File: src/rtl/io_bus_ctrl_if.sv
// Device-side handshake bus between io_bus_ctrl (master) and the IO peripherals (slave).
interface io_bus_ctrl_if;
   logic [3:0]  dev_sel;
   logic        dev_req;
   logic        dev_we;
   logic [3:0]  dev_addr;
   logic [31:0] dev_wdata;
   logic [31:0] dev_rdata;
   logic        dev_ack;

   modport master (
      output dev_sel, dev_req, dev_we, dev_addr, dev_wdata,
      input  dev_rdata, dev_ack
   );

   modport slave (
      input  dev_sel, dev_req, dev_we, dev_addr, dev_wdata,
      output dev_rdata, dev_ack
   );
endinterface

File: src/rtl/io_bus_ctrl.sv
// CPU-to-peripheral IO bridge: decodes the IO page, runs a req/ack handshake and
// stalls the CPU until it completes. Define IO_BUS_TIMEOUT_EN to abort stuck requests.
module io_bus_ctrl #(
   parameter logic [7:0] TIMEOUT_CYCLES = 8'd200
) (
   input  logic          clock,
   input  logic          reset_n,
   input  logic          io_read,
   input  logic          io_write,
   input  logic [9:0]    addr_low,
   input  logic [31:0]   wdata,
   output logic [31:0]   rdata,
   output logic          cpu_stall,
   output logic          bus_err,
   output logic [7:0]    err_count,
   io_bus_ctrl_if.master bus
);
   localparam int unsigned SEL_W = 4;
   localparam int unsigned CNT_W = 8;

   typedef enum logic [1:0] {
      ST_IDLE,
      ST_REQ,
      ST_DONE,
      ST_ERR
   } state_t;

   state_t           state;
   logic [SEL_W-1:0] sel;
   logic             strobe;
`ifdef IO_BUS_TIMEOUT_EN
   logic [CNT_W-1:0] tmo_cnt;
`endif

   assign strobe    = io_read | io_write;
   assign cpu_stall = (state == ST_REQ) || ((state == ST_IDLE) && strobe);

   // IO page decode; zero means unmapped
   always_comb begin
      sel = '0;
      case (addr_low[9:4])
         6'h06:   sel = 4'b0001;
         6'h07:   sel = 4'b0010;
         6'h08:   sel = 4'b0100;
         6'h09:   sel = 4'b1000;
         default: sel = '0;
      endcase
   end

   always_ff @(posedge clock or negedge reset_n) begin
      if (!reset_n) begin
         state         <= ST_IDLE;
         bus.dev_req   <= 1'b0;
         bus.dev_we    <= 1'b0;
         bus.dev_sel   <= '0;
         bus.dev_addr  <= '0;
         bus.dev_wdata <= '0;
         rdata         <= '0;
         bus_err       <= 1'b0;
         err_count     <= '0;
`ifdef IO_BUS_TIMEOUT_EN
         tmo_cnt       <= '0;
`endif
      end else begin
         bus_err <= 1'b0;
         case (state)
            ST_IDLE: begin
               if (strobe) begin
                  if (sel != '0) begin
                     // a simultaneous read+write is treated as a write
                     bus.dev_sel   <= sel;
                     bus.dev_addr  <= addr_low[3:0];
                     bus.dev_we    <= io_write;
                     bus.dev_wdata <= wdata;
                     bus.dev_req   <= 1'b1;
`ifdef IO_BUS_TIMEOUT_EN
                     tmo_cnt       <= '0;
`endif
                     state         <= ST_REQ;
                  end else begin
                     rdata   <= '0;
                     bus_err <= 1'b1;
                     if (err_count != 8'hFF) err_count <= err_count + 8'd1;
                     state   <= ST_ERR;
                  end
               end
            end
            ST_REQ: begin
               if (bus.dev_ack) begin
                  bus.dev_req <= 1'b0;
                  if (!bus.dev_we) rdata <= bus.dev_rdata;
                  state <= ST_DONE;
`ifdef IO_BUS_TIMEOUT_EN
               end else if (tmo_cnt == CNT_W'(TIMEOUT_CYCLES - 8'd1)) begin
                  // limit reached without ack: abort as a bus error
                  bus.dev_req <= 1'b0;
                  rdata       <= '0;
                  bus_err     <= 1'b1;
                  if (err_count != 8'hFF) err_count <= err_count + 8'd1;
                  state       <= ST_ERR;
               end else begin
                  tmo_cnt <= tmo_cnt + CNT_W'(1);
`endif
               end
            end
            ST_DONE: state <= ST_IDLE;
            ST_ERR:  state <= ST_IDLE;
            default: state <= ST_IDLE;
         endcase
      end
   end
endmodule

File: src/flat_wrapper.sv
// flat-port wrapper written by rule: the top's interface ports become plain ports
module io_bus_ctrl_flat 
#(
   parameter logic [7:0] TIMEOUT_CYCLES = 8'd200
)
  (clock, reset_n, io_read, io_write, addr_low, wdata, rdata, cpu_stall, bus_err, err_count, bus_dev_sel, bus_dev_req, bus_dev_we, bus_dev_addr, bus_dev_wdata, bus_dev_rdata, bus_dev_ack);
  io_bus_ctrl_if bus_i ();
  input  logic clock;
  input  logic reset_n;
  input  logic io_read;
  input  logic io_write;
  input  logic [9:0] addr_low;
  input  logic [31:0] wdata;
  output logic [31:0] rdata;
  output logic cpu_stall;
  output logic bus_err;
  output logic [7:0] err_count;
  output wire logic [$bits(bus_i.dev_sel)-1:0] bus_dev_sel;
  output wire logic [$bits(bus_i.dev_req)-1:0] bus_dev_req;
  output wire logic [$bits(bus_i.dev_we)-1:0] bus_dev_we;
  output wire logic [$bits(bus_i.dev_addr)-1:0] bus_dev_addr;
  output wire logic [$bits(bus_i.dev_wdata)-1:0] bus_dev_wdata;
  input wire logic [$bits(bus_i.dev_rdata)-1:0] bus_dev_rdata;
  input wire logic [$bits(bus_i.dev_ack)-1:0] bus_dev_ack;
  assign bus_dev_sel = bus_i.dev_sel;
  assign bus_dev_req = bus_i.dev_req;
  assign bus_dev_we = bus_i.dev_we;
  assign bus_dev_addr = bus_i.dev_addr;
  assign bus_dev_wdata = bus_i.dev_wdata;
  assign bus_i.dev_rdata = bus_dev_rdata;
  assign bus_i.dev_ack = bus_dev_ack;
  io_bus_ctrl #(.TIMEOUT_CYCLES(TIMEOUT_CYCLES)) u_core (.clock(clock), .reset_n(reset_n), .io_read(io_read), .io_write(io_write), .addr_low(addr_low), .wdata(wdata), .rdata(rdata), .cpu_stall(cpu_stall), .bus_err(bus_err), .err_count(err_count), .bus(bus_i));
endmodule
File: config.mk
export PLATFORM = sky130hd
export DESIGN_NAME = io_bus_ctrl_flat
export DESIGN_NICKNAME = d
export VERILOG_FILES = /design/src/rtl/io_bus_ctrl_if.sv /design/src/rtl/io_bus_ctrl.sv /design/src/flat_wrapper.sv
export SDC_FILE = /design/constraint.sdc
export NUM_CORES = 1
export LEC_CHECK = 0
export CAP_MARGIN = 20
export CORE_UTILIZATION = 45
export CTS_BUF_LIST = sky130_fd_sc_hd__clkbuf_8
export DETAILED_ROUTE_END_ITERATION = 16
export GPL_TIMING_DRIVEN = 0
export PLACE_DENSITY = 0.87
export SYNTH_ARGS = -nofsm -noshare
export SYNTH_HDL_FRONTEND = slang
export SYNTH_SLANG_ARGS = --single-unit
File: constraint.sdc
create_clock -name clock -period 3.62 [get_ports clock]
set_input_delay 0.724 -clock clock [delete_from_list [all_inputs] [get_ports clock]]
set_output_delay 0.724 -clock clock [all_outputs]
set_load 0.1 [all_outputs]
==> metrics.cfg, run 1 <==
[outcome]
outcome = finished clean

[finish]
nNetsFinal = 477
n_antenna_cell = 0
postLayoutCoreUtil_pct = 73.8
finalNonFillerCells = 500
fill_cells = 492
syn_to_final_growth_pct = 57.8
final_layout_size_suffix_gt1_share_pct = 16.5

[routing]
ant_nets = 0
drt_first_pass_iters = 4
drtIter0Drc = 55
routed_wl_um = 8120
vias_per_cell = 5.05
wire_per_inst_um = 16.2
vias = 2525
drc = 0

[critical_path]
reg2reg_depth = 4
rrSetupSlack_ns = 1.85
r2r-end = u_core.rdata[2]
crit_path_start_kind = primary input
critical_path_class = in2out
arrival_ns = 2.75
reg2reg_from = u_core.state[1]
worst_setup_path_end_kind = output port
cp_max_fo = 5
cp.required_ns = 2.90

[die]
dieWidth_um = 89.0
core_mm2 = 0.00729
rows = 31
io-pin-count = 163
die_h_um = 89.0
start_util_pct = 46.8
design.die.area_mm2 = 0.00793

[timing]
rsz0062_at_grt = false
drv_slew = 0
finalCritPeriodShare_pct = 96.0
maxSlewHeadroom_pct = 33.0
fmax_ghz = 0.288
fin_setup_tns_ns = 0
setup_viol = 0
period_minus_slack_ns = 3.47
tightest_slew_ns = 1.00
hold_violations = 0
finalClockSkew_ns = 0.0120

[place]
place_hpwl_um = 6200
io_buffers = 162
gp_congestion = 0.840
placed_cells = 485

[logic_synthesis]
synth_nets = 303
yosysWarningCount = 0
yosysUniqueCellTypes = 36
ys_ff_latch = 85
synth_seq_area_share_pct = 62.4
syn_area_per_cell_um2 = 15.3
synth_cells = 223
synth_area_mm2 = 0.00341

[clock_tree]
cts.clk_slew.worst_paths_ns = 0.08
cts-root-buf = clkbuf_8
clk_path_buf_depth = 2
insertion_delay_ns = 0.33
cts_buffers = 9
cts_tree = done
post_cts_buffers = 0
hold_buffers = 0
cts.sinks = 85
cts.repair.resized = 0
h-tree-depth = 3

[grt]
grt_pass1_vias = 2456
grt_max_degree = 52
grt_overflow = 0
grt_pass1_wl_um = 12000
gr-usage-all-layers_pct = 20.2
use_met2_pct = 34.8
grtUsageMet3_pct = 5.17
grt_antenna_before_repair = 0
use_met1_pct = 25.0
busiest_layer = met2

[flow_run]
maxCapViolCount = 0

[min_path]
hp-class = in2async

-- worst max path at each step --
stage | from | end | slack, ns | cells past startpoint
2_1_floorplan | io_write | cpu_stall | 1.16 | 3
6_report | io_write | cpu_stall | 0.15 | 5
3_3_place_gp | reset_n | u_core.err_count[0] | -1.06 | 1
4_1_cts | io_write | cpu_stall | 0.14 | 5
3_5_place_dp | io_write | cpu_stall | 0.14 | 5
5_1_grt | io_write | cpu_stall | 0.06 | 5
-- cell usage in the layout, fill, tap and decap left out, types with 2 or more instances in the layout --
cell / instances
dfrtp_1: 85
a22o_1: 32
clkdlybuf4s50_1: 161
o31ai_1: 2
o21ai_0: 4
xor2_1: 4
clkbuf_1: 3
mux2_2: 7
nand2b_1: 2
nand2_1: 11
mux2_4: 30
a31oi_1: 4
clkbuf_8: 11
nand3_1: 3
buf_6: 3
nor4_1: 2
nor2_1: 5
buf_4: 4
nand3b_1: 4
-- layer usage --
metal,up-vias,wire length [µm],share of wire (%)
met5,-,0,0
met4,0,76,0.94
met3,9,617,7.6
met2,104,4080,50
met1,1238,3340,41
li1,1174,-,-
-- worst max-delay path, stage by stage --
cell             delay [ns]
clkdlybuf4s50_1        0.49
or2_2                  0.18
nand2_1                0.13
nand2_1                0.09
clkdlybuf4s50_1        1.14
-- flip-flops by register name, summed over array words and instances (netlist names) --
| name | cells |
|---|---|
| u_core.rdata | 32 |
| u_core.bus.dev_we | 1 |
| u_core.bus.dev_addr | 4 |
| u_core.state | 2 |
| u_core.err_count | 8 |
| u_core.bus.dev_sel | 4 |
| u_core.bus.dev_req | 1 |
| u_core.bus_err | 1 |
| u_core.bus.dev_wdata | 32 |
-- through the flow --
step | cell area (µm²) | hold slack [ns] | setup WS, ns
2_1_floorplan | 3410 | 0.428 | 1.16
3_3_place_gp | 5150 | 0.467 | -1.06
3_5_place_dp | 5180 | 0.482 | 0.144
5_1_grt | 5380 | 0.368 | 0.0571
6_report | 5380 | 0.337 | 0.145
4_1_cts | 5380 | 0.335 | 0.144
-- cell families (layout without fill, tap and decap cells) --
| group | Yosys count | after routing | synth area share [%] |
|---|---|---|---|
| muxes | 38 | 38 | 15.9 |
| DFF | 85 | 85 | 62.4 |
| AOI/OAI and AO/OA | 48 | 48 | 12.2 |
| xor gates and xnor gates | 4 | 4 | 1.03 |
| buffers and inverters | 10 | 188 | 2.13 |
| and+or+nand+nor | 37 | 37 | 6.02 |
| adders and majority gates | 1 | 1 | 0.367 |
-- cell usage after synthesis --
| library cell | number | share of area (%) |
|---|---|---|
| a21boi_4 | 1 | 0.55 |
| a21oi_2 | 1 | 0.26 |
| a22o_1 | 32 | 8.2 |
| a31oi_1 | 4 | 0.73 |
| a32o_1 | 1 | 0.29 |
| and2_1 | 1 | 0.18 |
| and3b_1 | 1 | 0.26 |
| buf_2 | 1 | 0.15 |
| buf_4 | 3 | 0.66 |
| buf_6 | 3 | 0.99 |
| clkbuf_1 | 3 | 0.33 |
| dfrtp_1 | 85 | 62 |
| ha_1 | 1 | 0.37 |
| mux2_1 | 1 | 0.33 |
| mux2_2 | 7 | 2.3 |
| mux2_4 | 30 | 13 |
| nand2_1 | 11 | 1.2 |
| nand2b_1 | 2 | 0.37 |
| nand3_1 | 3 | 0.44 |
| nand3b_1 | 4 | 0.88 |
| nand4_1 | 1 | 0.18 |
| nor2_1 | 5 | 0.55 |
| nor2_2 | 1 | 0.18 |
| nor2b_1 | 1 | 0.18 |
| nor3_1 | 1 | 0.15 |
| nor3b_2 | 1 | 0.37 |
| nor4_1 | 2 | 0.37 |
| nor4b_1 | 1 | 0.26 |
| o2111ai_4 | 1 | 0.77 |
| o211ai_1 | 1 | 0.22 |
| o21ai_0 | 4 | 0.59 |
| o21ai_1 | 1 | 0.15 |
| o31ai_1 | 2 | 0.44 |
| or2_2 | 1 | 0.18 |
| or3b_1 | 1 | 0.26 |
| xor2_1 | 4 | 1.0 |
-- final cells by class --
cell class | instances | area (µm²) | area share, %
clock buffers | 11 | 151 | 2.81
multi-input cells | 128 | 1210 | 22.5
clock inverters | 4 | 47.5 | 0.884
flip-flops and latches | 85 | 2130 | 39.5
plain buffers | 10 | 72.6 | 1.35
well taps | 99 | 124 | 2.30
repair buffers | 163 | 1650 | 30.6
Power of run 1 is left out: the tool's default activity adds up to more than one toggle a clock period on the data nets, which glitch-free logic cannot reach.
==> run 2, diff against run 1 <==
--- a/config.mk
+++ b/config.mk
@@ -10,7 +10,7 @@
 export CTS_BUF_LIST = sky130_fd_sc_hd__clkbuf_8
 export DETAILED_ROUTE_END_ITERATION = 16
 export GPL_TIMING_DRIVEN = 0
-export PLACE_DENSITY = 0.87
+export PLACE_DENSITY = 0.88
 export SYNTH_ARGS = -nofsm -noshare
 export SYNTH_HDL_FRONTEND = slang
 export SYNTH_SLANG_ARGS = --single-unit
==> metrics.cfg, run 2 (synthesis results as in run 1) <==
[outcome]
outcome = finished clean

[finish]
design_area_mm2 = 0.00540
layout_common_cells = clkdlybuf4s50_1 (161), dfrtp_1 (85), a22o_1 (32), mux2_4 (30), nand2_1 (11)
reg.largest.list = u_core.bus.dev_wdata: 32 flops, u_core.rdata: 32 flops, u_core.err_count: 8 flops
final_common_cell = clkdlybuf4s50_1
fill_cells = 499
nNetsFinal = 477
n_antenna_cell = 0
final_layout_size_suffix_gt1_share_pct = 16.9
syn_to_final_growth_pct = 58.4

[clock_tree]
cts.repair.resized = 0
cts-root-buf = clkbuf_8
cts_tree = done
cts.clk_slew.worst_paths_ns = 0.09
cts.sinks = 85
post_cts_buffers = 0
hold_buffers = 0
cts_buffers = 9
h-tree-depth = 3
insertion_delay_ns = 0.34
clk_path_buf_depth = 2

[critical_path]
cp.required_ns = 2.90
cp_max_fo = 5
r2r-end = u_core.rdata[24]
reg2reg_depth = 4
crit_path_start_kind = primary input
reg2reg_from = u_core.state[1]
arrival_ns = 2.75
rrSetupSlack_ns = 1.83
worst_setup_path_end_kind = output port
critical_path_class = in2out

[routing]
drc = 0
vias = 2576
drt_first_pass_iters = 5
vias_per_cell = 5.14
ant_nets = 0
routed_wl_um = 8640
drtIter0Drc = 80
wire_per_inst_um = 17.3

[timing]
finalClockSkew_ns = 0.00965
hold_violations = 0
maxSlewHeadroom_pct = 32.6
finalCritPeriodShare_pct = 96.1
period_minus_slack_ns = 3.48
drv_slew = 0
rsz0062_at_grt = false
fmax_ghz = 0.287
setup_viol = 0
tightest_slew_ns = 1.01

[grt]
grt_overflow = 0
gr-usage-all-layers_pct = 21.3
use_met2_pct = 39.0
busiest_layer = met2
grtUsageMet3_pct = 4.34
grt_antenna_before_repair = 0
use_met1_pct = 24.7
grt_max_degree = 77
grt_pass1_wl_um = 12700
grt_pass1_vias = 2574

[flow_run]
maxCapViolCount = 0

[place]
placed_area_mm2 = 0.00518
place_hpwl_um = 6460
gp_congestion = 0.835
io_buffers = 162

[min_path]
hp-class = in2async

[die]
core_mm2 = 0.00729
start_util_pct = 46.8
rows = 31
design.die.area_mm2 = 0.00793
io-pin-count = 163
dieWidth_um = 89.0
die_h_um = 89.0

-- run 2: changes by cell type in the layout (fill, tap and decap cells not counted) --
| cell | before | now |
|---|---|---|
| clkbuf_8 | 11 | 9 |
| bufinv_16 | 1 | 2 |
| clkinv_2 | 1 | 2 |
| clkinvlp_4 | 0 | 1 |
| inv_1 | 1 | 0 |
| inv_8 | 0 | 1 |
-- run 2: worst max path at each step --
stage                         from                   to  slack, ns  depth (start not counted)
after floorplan           io_write            cpu_stall       1.16                          3
after global placement     reset_n  u_core.err_count[3]      -1.04                          1
after detailed placement  io_write            cpu_stall       0.15                          5
after CTS                 io_write            cpu_stall       0.15                          5
after global routing      io_write            cpu_stall       0.08                          5
final                     io_write            cpu_stall       0.14                          5
-- run 2: through the flow --
stage	cells	hold slack (ns)	TNS [ns]	util, %	setup WS [ns]
after floorplan	223	0.428	0	-	1.16
after global placement	484	0.467	-88.12	70.7	-1.04
after detailed placement	485	0.472	0	71.0	0.152
after CTS	501	0.192	0	74.1	0.150
after global routing	501	0.195	0	74.1	0.0818
final	501	0.206	0	74.1	0.141
-- run 2: area by class of cell --
cell class              count  area [µm²]  area share [%]
well taps                  99         124            2.29
plain buffers              10        72.6            1.34
repair buffers            163        1650            30.5
clock inverters             7        97.6            1.81
flip-flops and latches     85        2130            39.4
multi-input cells         128        1210            22.4
clock buffers               9         124            2.29
-- run 2: critical path: stages --
cell	delay (ns)
clkdlybuf4s50_1	0.48
or2_2	0.17
nand2_1	0.13
nand2_1	0.10
clkdlybuf4s50_1	1.14
-- run 2: per-layer routing --
metal / part of all wire, % / vias up
met2: 53 / 107
met1: 39 / 1283
li1: - / 1176
met3: 6.6 / 10
met4: 1.3 / 0
met5: 0 / -
Power of run 2 is left out for the same reason.
==> run 3, diff against run 2 <==
--- a/config.mk
+++ b/config.mk
@@ -10,7 +10,7 @@
 export CTS_BUF_LIST = sky130_fd_sc_hd__clkbuf_8
 export DETAILED_ROUTE_END_ITERATION = 16
 export GPL_TIMING_DRIVEN = 0
-export PLACE_DENSITY = 0.88
+export PLACE_DENSITY = 0.85
 export SYNTH_ARGS = -nofsm -noshare
 export SYNTH_HDL_FRONTEND = slang
 export SYNTH_SLANG_ARGS = --single-unit
==> metrics.cfg, run 3 (synthesis results as in run 1) <==
[finish]
layout_common_cells = clkdlybuf4s50_1 (161), dfrtp_1 (85), a22o_1 (32), mux2_4 (30)
multi_input_area_mm2 = 0.00121
postLayoutCoreUtil_pct = 73.9
final_common_cell = clkdlybuf4s50_1
nNetsFinal = 477
n_antenna_cell = 0
register_area_mm2 = 0.00213
final_layout_size_suffix_gt1_share_pct = 16.9
syn_to_final_growth_pct = 58.1
fill_cells = 495
reg.largest.list = u_core.bus.dev_wdata: 32 flops, u_core.rdata: 32 flops, u_core.err_count: 8 flops

[clock_tree]
cts.sinks = 85
cts.repair.resized = 0
post_cts_buffers = 0
insertion_delay_ns = 0.34
clk_path_buf_depth = 2
cts_buffers = 9
h-tree-depth = 3
cts-root-buf = clkbuf_8
hold_buffers = 0
cts_tree = done
cts.clk_slew.worst_paths_ns = 0.09

[routing]
drc = 0
wire_per_inst_um = 16.5
ant_nets = 0
drtIter0Drc = 81
vias_per_cell = 5.06
vias = 2533
drt_first_pass_iters = 4
routed_wl_um = 8260

[critical_path]
cp.required_ns = 2.90
critical_path_class = in2out
crit_path_start_kind = primary input
r2r-end = u_core.rdata[22]
arrival_ns = 2.75
cp_max_fo = 5
rrSetupSlack_ns = 1.90
reg2reg_depth = 4
reg2reg_from = u_core.state[1]
worst_setup_path_end_kind = output port

[min_path]
hp-class = in2async

[place]
gp_congestion = 0.835
io_buffers = 162
place_hpwl_um = 6280

[grt]
grt_pass1_vias = 2521
grt_antenna_before_repair = 0
grt_pass1_wl_um = 12400
grt_max_degree = 51
grt_overflow = 0
gr-usage-all-layers_pct = 21.0

[timing]
setup_viol = 0
tightest_slew_ns = 1.02
period_minus_slack_ns = 3.48
drv_slew = 0
worst_hold_slack_ns = 0.334
hold_violations = 0
finalClockSkew_ns = 0.00960
fmax_ghz = 0.288
fin_setup_tns_ns = 0
maxSlewHeadroom_pct = 31.9
finalCritPeriodShare_pct = 96.0
rsz0062_at_grt = false

[die]
core_mm2 = 0.00729
die_h_um = 89.0
start_util_pct = 46.8
dieWidth_um = 89.0
rows = 31
io-pin-count = 163
design.die.area_mm2 = 0.00793

[outcome]
outcome = finished clean

[flow_run]
maxCapViolCount = 0

==> run 3: layer usage <==
metal	share of wire [%]	vias up	wire (µm)	track usage, %
li1	-	1170	-	-
met1	40	1242	3320	24.8
met2	49	111	4040	36.6
met3	9.7	10	799	5.63
met4	1.2	0	101	8.23
met5	0	-	0	0
==> run 3: cell type report <==
type | instances | area share (%)
Tap cell | 99 | 2.30
Sequential cell | 85 | 39.5
Multi-Input combinational cell | 128 | 22.4
Clock inverter | 5 | 1.09
Clock buffer | 11 | 2.81
Timing Repair Buffer | 163 | 30.5
Buffer | 10 | 1.35
==> run 3: worst max-delay path by stage <==
| stage | start | end | slack, ns | cells past startpoint |
|---|---|---|---|---|
| final | io_write | cpu_stall | 0.14 | 5 |
| after global routing | io_write | cpu_stall | 0.07 | 5 |
| after CTS | io_write | cpu_stall | 0.14 | 5 |
| after detailed placement | io_write | cpu_stall | 0.14 | 5 |
| after global placement | reset_n | u_core.err_count[1] | -1.06 | 1 |
| after floorplan | io_write | cpu_stall | 1.16 | 3 |
==> run 3: critical path, cell delays in order <==
cell and delay [ns]:
clkdlybuf4s50_1 0.49, or2_2 0.17, nand2_1 0.14, nand2_1 0.09, clkdlybuf4s50_1 1.14
==> run 3: stage by stage <==
step                setup slack (ns)  cell area (µm²)  std cells
floorplan                       1.16             3410        223
global placement               -1.06             5150        484
detailed placement             0.144             5180        485
CTS                            0.143             5390        501
global route                  0.0673             5390        501
finish                         0.145             5390        501
Power of run 3 is left out for the same reason.
